`src/rtl/stream_demux_pkg.sv`:
```
// Shared types and constants for the stream demultiplexer.
//   route_state_e : route FSM state (IDLE between packets, LOCKED mid-packet)
//   SEL_OUTn      : select value that steers a packet to output n
package stream_demux_pkg;

  typedef enum logic [0:0] {
    IDLE,
    LOCKED
  } route_state_e;

  // Mapping mirrors the Mux4 gate: highest select drives the first port.
  localparam logic [1:0] SEL_OUT1 = 2'd3;
  localparam logic [1:0] SEL_OUT2 = 2'd2;
  localparam logic [1:0] SEL_OUT3 = 2'd1;
  localparam logic [1:0] SEL_OUT4 = 2'd0;

endpackage

```
`src/rtl/stream_skid2.sv`:
```
// Two-entry FIFO holding {last, data} beats for one output stream.
// Ports:
//   clk, rst        : clock, asynchronous active-high reset
//   push            : write one beat (ignored while full)
//   push_data/last  : beat written on push
//   full            : both entries occupied (registered count only)
//   pop_ready       : downstream accepts head this cycle
//   head_valid      : head entry present
//   head_data/last  : entry at the read pointer (stale when empty)
module stream_skid2 #(
  parameter int unsigned WIDTH = 8
) (
  input  logic             clk,
  input  logic             rst,
  input  logic             push,
  input  logic [WIDTH-1:0] push_data,
  input  logic             push_last,
  output logic             full,
  input  logic             pop_ready,
  output logic             head_valid,
  output logic [WIDTH-1:0] head_data,
  output logic             head_last
);

  logic [WIDTH:0] mem_q [2];
  logic           wr_ptr_q, rd_ptr_q;
  logic [1:0]     cnt_q, cnt_d;
  logic           do_push, do_pop;

  assign full       = (cnt_q == 2'd2);
  assign head_valid = (cnt_q != 2'd0);
  assign do_push    = push & ~full;
  assign do_pop     = head_valid & pop_ready;

  assign {head_last, head_data} = mem_q[rd_ptr_q];

  always_comb begin
    cnt_d = cnt_q;
    unique case ({do_push, do_pop})
      2'b10:   cnt_d = cnt_q + 2'd1;
      2'b01:   cnt_d = cnt_q - 2'd1;
      default: cnt_d = cnt_q;
    endcase
  end

  always_ff @(posedge clk or posedge rst) begin
    if (rst) begin
      wr_ptr_q <= 1'b0;
      rd_ptr_q <= 1'b0;
      cnt_q    <= 2'd0;
    end else begin
      cnt_q <= cnt_d;
      if (do_push) wr_ptr_q <= ~wr_ptr_q;
      if (do_pop)  rd_ptr_q <= ~rd_ptr_q;
    end
  end

  // Payload storage needs no reset: it is only observed while count is nonzero.
  always_ff @(posedge clk) begin
    if (do_push) mem_q[wr_ptr_q] <= {push_last, push_data};
  end

endmodule

```
`src/rtl/stream_demux4.sv`:
```
// 1:4 valid/ready stream demultiplexer with packet-level route locking.
// The select is sampled on the first beat of a packet and held until in_last.
// Ports:
//   clk, rst                  : clock, asynchronous active-high reset
//   in_data/last/sel/valid    : input stream and route select
//   in_ready                  : routed buffer not full (never depends on outN_ready)
//   outN_data/last/valid      : head of output N buffer (N=1..4)
//   outN_ready                : downstream N accepts head
module stream_demux4
  import stream_demux_pkg::*;
#(
  parameter int unsigned WIDTH = 8
) (
  input  logic             clk,
  input  logic             rst,
  input  logic [WIDTH-1:0] in_data,
  input  logic             in_last,
  input  logic [1:0]       in_sel,
  input  logic             in_valid,
  output logic             in_ready,
  output logic [WIDTH-1:0] out1_data,
  output logic             out1_last,
  output logic             out1_valid,
  input  logic             out1_ready,
  output logic [WIDTH-1:0] out2_data,
  output logic             out2_last,
  output logic             out2_valid,
  input  logic             out2_ready,
  output logic [WIDTH-1:0] out3_data,
  output logic             out3_last,
  output logic             out3_valid,
  input  logic             out3_ready,
  output logic [WIDTH-1:0] out4_data,
  output logic             out4_last,
  output logic             out4_valid,
  input  logic             out4_ready
);

  route_state_e state_q, state_d;
  logic [1:0]   route_q, route_d;
  logic [1:0]   route;
  logic         accept;
  logic         routed_full;
  logic [3:0]   full;  // bit n-1 belongs to output n
  logic [3:0]   push;

  assign route = (state_q == LOCKED) ? route_q : in_sel;

  always_comb begin
    routed_full = 1'b1;
    unique case (route)
      SEL_OUT1: routed_full = full[0];
      SEL_OUT2: routed_full = full[1];
      SEL_OUT3: routed_full = full[2];
      SEL_OUT4: routed_full = full[3];
      default:  routed_full = 1'b1;
    endcase
  end

  // Held low during reset so nothing is accepted into buffers being cleared.
  assign in_ready = ~rst & ~routed_full;
  assign accept   = in_valid & in_ready;

  always_comb begin
    push = 4'b0000;
    if (accept) begin
      unique case (route)
        SEL_OUT1: push = 4'b0001;
        SEL_OUT2: push = 4'b0010;
        SEL_OUT3: push = 4'b0100;
        SEL_OUT4: push = 4'b1000;
        default:  push = 4'b0000;
      endcase
    end
  end

  always_comb begin
    state_d = state_q;
    route_d = route_q;
    unique case (state_q)
      IDLE: begin
        if (accept && !in_last) begin
          state_d = LOCKED;
          route_d = in_sel;
        end
      end
      LOCKED: begin
        if (accept && in_last) state_d = IDLE;
      end
      default: state_d = IDLE;
    endcase
  end

  always_ff @(posedge clk or posedge rst) begin
    if (rst) begin
      state_q <= IDLE;
      route_q <= 2'd0;
    end else begin
      state_q <= state_d;
      route_q <= route_d;
    end
  end

  stream_skid2 #(.WIDTH(WIDTH)) u_skid1 (
    .clk       (clk),
    .rst       (rst),
    .push      (push[0]),
    .push_data (in_data),
    .push_last (in_last),
    .full      (full[0]),
    .pop_ready (out1_ready),
    .head_valid(out1_valid),
    .head_data (out1_data),
    .head_last (out1_last)
  );

  stream_skid2 #(.WIDTH(WIDTH)) u_skid2 (
    .clk       (clk),
    .rst       (rst),
    .push      (push[1]),
    .push_data (in_data),
    .push_last (in_last),
    .full      (full[1]),
    .pop_ready (out2_ready),
    .head_valid(out2_valid),
    .head_data (out2_data),
    .head_last (out2_last)
  );

  stream_skid2 #(.WIDTH(WIDTH)) u_skid3 (
    .clk       (clk),
    .rst       (rst),
    .push      (push[2]),
    .push_data (in_data),
    .push_last (in_last),
    .full      (full[2]),
    .pop_ready (out3_ready),
    .head_valid(out3_valid),
    .head_data (out3_data),
    .head_last (out3_last)
  );

  stream_skid2 #(.WIDTH(WIDTH)) u_skid4 (
    .clk       (clk),
    .rst       (rst),
    .push      (push[3]),
    .push_data (in_data),
    .push_last (in_last),
    .full      (full[3]),
    .pop_ready (out4_ready),
    .head_valid(out4_valid),
    .head_data (out4_data),
    .head_last (out4_last)
  );

endmodule

```
`config.mk`:
```
export PLATFORM = sky130hd
export DESIGN_NAME = stream_demux4
export DESIGN_NICKNAME = d
export VERILOG_FILES = /design/src/rtl/stream_demux_pkg.sv /design/src/rtl/stream_skid2.sv /design/src/rtl/stream_demux4.sv
export SDC_FILE = /design/constraint.sdc
export NUM_CORES = 1
export LEC_CHECK = 0
export CAP_MARGIN = 20
export CORE_ASPECT_RATIO = 0.9
export CORE_MARGIN = 8
export CORE_UTILIZATION = 35
export CTS_BUF_LIST = sky130_fd_sc_hd__clkbuf_16
export DETAILED_ROUTE_END_ITERATION = 7
export PLACE_DENSITY_LB_ADDON = 0.12
export SLEW_MARGIN = 5
export SYNTH_ARGS = -nofsm -noshare
export SYNTH_HDL_FRONTEND = slang
export SYNTH_SLANG_ARGS = --single-unit
```
`constraint.sdc`:
```
create_clock -name clk -period 1.8 [get_ports clk]
set_input_delay 0.36 -clock clk [delete_from_list [all_inputs] [get_ports clk]]
set_output_delay 0.36 -clock clk [all_outputs]
set_load 0.05 [all_outputs]
```
==> qor.yml <==
grt_use_met1_pct: 12.09
initial_utilization_pct: 35.63
rows: 35
ys_warn_count: 0
peakVddDrop_v: 0.0007492
grtUsageMet2_pct: 16.48
synth.most_common_cell: "edfxtp_1"
crit_chain: "clkdlybuf4s50_1 -> mux2i_4 -> mux2_4 -> nand2_1 -> a21oi_4 -> buf_12"
preCtsSetupSlack_ps: -406.8
async_flop_share_pct: 20.88
fillCellCount: 870
areaGrowthSynthToFinish_pct: 39.47
viasPerCell: 4.468
root_buffer: "clkbuf_16"
grt_pass1_vias: 2045
syn-num-nets: 230
grt_pass1_wl_um: 10750
synthSimpleGateAreaFrac_pct: 5.484
dieWidth_um: 123.0
synth.avg_cell_area_sq_um: 17.33
max_freq_mhz: 473.2
gr-usage-met3_pct: 3.813
die_area_sq_mm: 0.01381
cap_violations: 0
dp_hpwl_um: 4741
fin_crit_ps: 2113
crit_slowest_cell: "clkdlybuf4s50_1"
dr.pass1.iters: 4
vias: 1997
clk-insertion-delay-late_ps: 330
place_area_sq_mm: 0.004459
worst_hold_path_type: "reg2reg"
port_buffers: 58
yosys.cell_types.count: 26
cp.required_ps: 1440
yosys-top-cells-count: "edfxtp_1, mux2_2, dfrtp_1"
dp.cells: 410
synthMuxAreaShare_pct: 13.19
num_antenna_cells: 0
switchingPower_mw: 3.137
synth_top_area_share_pct: 59.98
cts_buffers: 9
drt_iter0_drc: 92
synthCells: 208
drv_slew: 0
finalSetupViolCount: 79
rrSetupSlack_ps: -200
switching_share_pct: 37.12
syn_area_sq_mm: 0.003605
synth_ff_type: "edfxtp_1"
post-route-period-util_pct: 117.4
clkSlewWorstSetupHoldPaths_ps: 60
tightest_slew_ps: 404.7
status: "finished, violations left"
worstPathArrival_ps: 1750
antenna_found_initial: 0
cpPeakStageDelay_ps: 450
globalplace.congestion: 0.7766
hold_buffers: 0
htree_levels: 3
clockPowerShare_pct: 22.1
final_cells: 447
synthAdderAreaFrac_pct: 1.388
yosys.area.top_type: "edfxtp_1"
violations: "negative setup slack"
overflow: 0
drive_gt1_share_pct: 50.63
grt_max_degree: 20
wl_um: 7208
die_h_um: 112.3
coreArea_sq_mm: 0.01012
seq_power_share_pct: 33.8
ant_nets: 0
regArea_sq_mm: 0.002644
final_net_count: 335
pwr-share-comb_pct: 44.1
cts_tree: "done"
fin_total_pwr_mw: 8.452
ys_ff_latch: 91
p_leak_nw: 1.886
grt.busiest_layer: "met2"
drc: 0
slew_headroom_pct: 72.79
startpoint_type: "primary input"
track_usage_pct: 10.21
cts.sinks: 91
io_pins: 59
p_int_mw: 5.315
critPathMaxFanout: 4
worstSetupEndpointType: "primary output"
hold_violations: 0
p_per_area_mw_per_mm2: 1681
rsz0062_at_grt: "true"
fin_util_pct: 49.70
synth-xor-area-share_pct: 4.859
skew_ps: 4.849
synth-compound-area-share_pct: 0.8678
synth_top_family_by_area: "multiplexers"
path_class: "in2out"
synth-edff-count: 72
yosysSeqAreaShare_pct: 73.17
synth_area_leaders: "edfxtp_1, dfrtp_1, mux2_2"
fin_area_sq_mm: 0.005027
setup_ws_ps: -313.2
wl_per_cell_um: 16.13
multi_input_area_sq_mm: 0.001025
clock_path_buffers: 2
-- placed cells by master, fill, tap and decap left out, types with 2 or more instances in the layout --
master and count:
inv_1 6, nor2_2 6, clkbuf_4 3, inv_6 3, buf_12 5, xor2_1 8
ha_1 3, dfrtp_2 5, mux2i_1 3, nand2_1 2, nand2b_1 4, xnor2_1 12
o2bb2ai_1 2, and2_1 4, dfrtp_1 14, buf_6 8, clkbuf_16 9, clkinvlp_4 3
nand3b_1 2, edfxtp_1 72, or2_2 5, buf_4 65, clkdlybuf4s50_1 17, nor2_4 2
nor2_1 5, mux2_2 36, mux2_4 2
-- layer usage --
metal  vias up  routed length, um  share of wire [%]
li1        970                  -                  -
met4         0                 78                1.1
met5         -                  0                  0
met1       971               3270                 45
met2        49               3466                 48
met3         7                393                5.5
-- cells by family after synthesis --
logic type	Yosys count
DFF	91
adders and majority gates	4
and+or+nand+nor	37
AOI/OAI and AO/OA	4
xor gates and xnor gates	20
buffers and inverters	10
muxes	42
-- power by group through the flow --
stage                     clock network [mW]  logic (mW)  registers [mW]
after CTS                               1.91        3.36            2.98
after floorplan                            0        2.43            2.83
after detailed placement                   0        3.15            3.06
final                                   1.87        3.72            2.86
after global routing                    1.99        3.97            2.90
after global placement                     0        3.14            3.05
-- timing repair --
action / CTS / global route
endpoints found under the setup margin: 88 / 109
buffers inserted: 7 / 12
gates resized for setup: 10 / 23
pin swaps: 5 / 3
cloned: 0 / 2
-- state kept, by name, summed over array words and instances (netlist names), named ones only --
register and cells:
u_skid1.mem_q 18, u_skid2.mem_q 18, u_skid3.mem_q 18, u_skid4.mem_q 18
route_q 2, u_skid1.cnt_q 2, u_skid2.cnt_q 2, u_skid3.cnt_q 2
u_skid4.cnt_q 2, u_skid1.rd_ptr_q 1, u_skid1.wr_ptr_q 1, u_skid2.rd_ptr_q 1
u_skid2.wr_ptr_q 1, u_skid3.rd_ptr_q 1, u_skid3.wr_ptr_q 1, u_skid4.rd_ptr_q 1
u_skid4.wr_ptr_q 1
-- cell type report --
| class | count | share of cell area, % |
|---|---|---|
| Multi-Input combinational cell | 107 | 20.38 |
| Sequential cell | 91 | 52.59 |
| Tap cell | 129 | 3.211 |
| Clock inverter | 7 | 1.493 |
| Inverter | 6 | 0.5226 |
| Clock buffer | 9 | 4.480 |
| Timing Repair Buffer | 98 | 17.32 |
-- final timing paths --
path,start,cells after the start,to
max reg2reg,flip-flop,7,u_skid4.mem_q[0][5]
min reg2reg,u_skid2.cnt_q[1],1,u_skid2.cnt_q[1]
min,u_skid2.cnt_q[1],1,u_skid2.cnt_q[1]
max,in_sel[0],6,in_ready
max in group asynchronous,rst,4,u_skid1.rd_ptr_q
min in group asynchronous,rst,4,u_skid3.cnt_q[0]
-- critical path: cells and delay by family --
family	cells	cell delay, ps
compound gates	1	70
buf+inv	2	600
mux	2	590
simple gates	1	120
-- per-stage QoR --
step / hold WS [ps] / TNS [ps]
after floorplan: 208.9 / -97.44
after global placement: 473.8 / -22330
after detailed placement: 478.9 / -24410
after CTS: 489.5 / -7154
after global routing: 510.5 / -17150
final: 491.4 / -8198
Power figures use the tool's default switching activity.
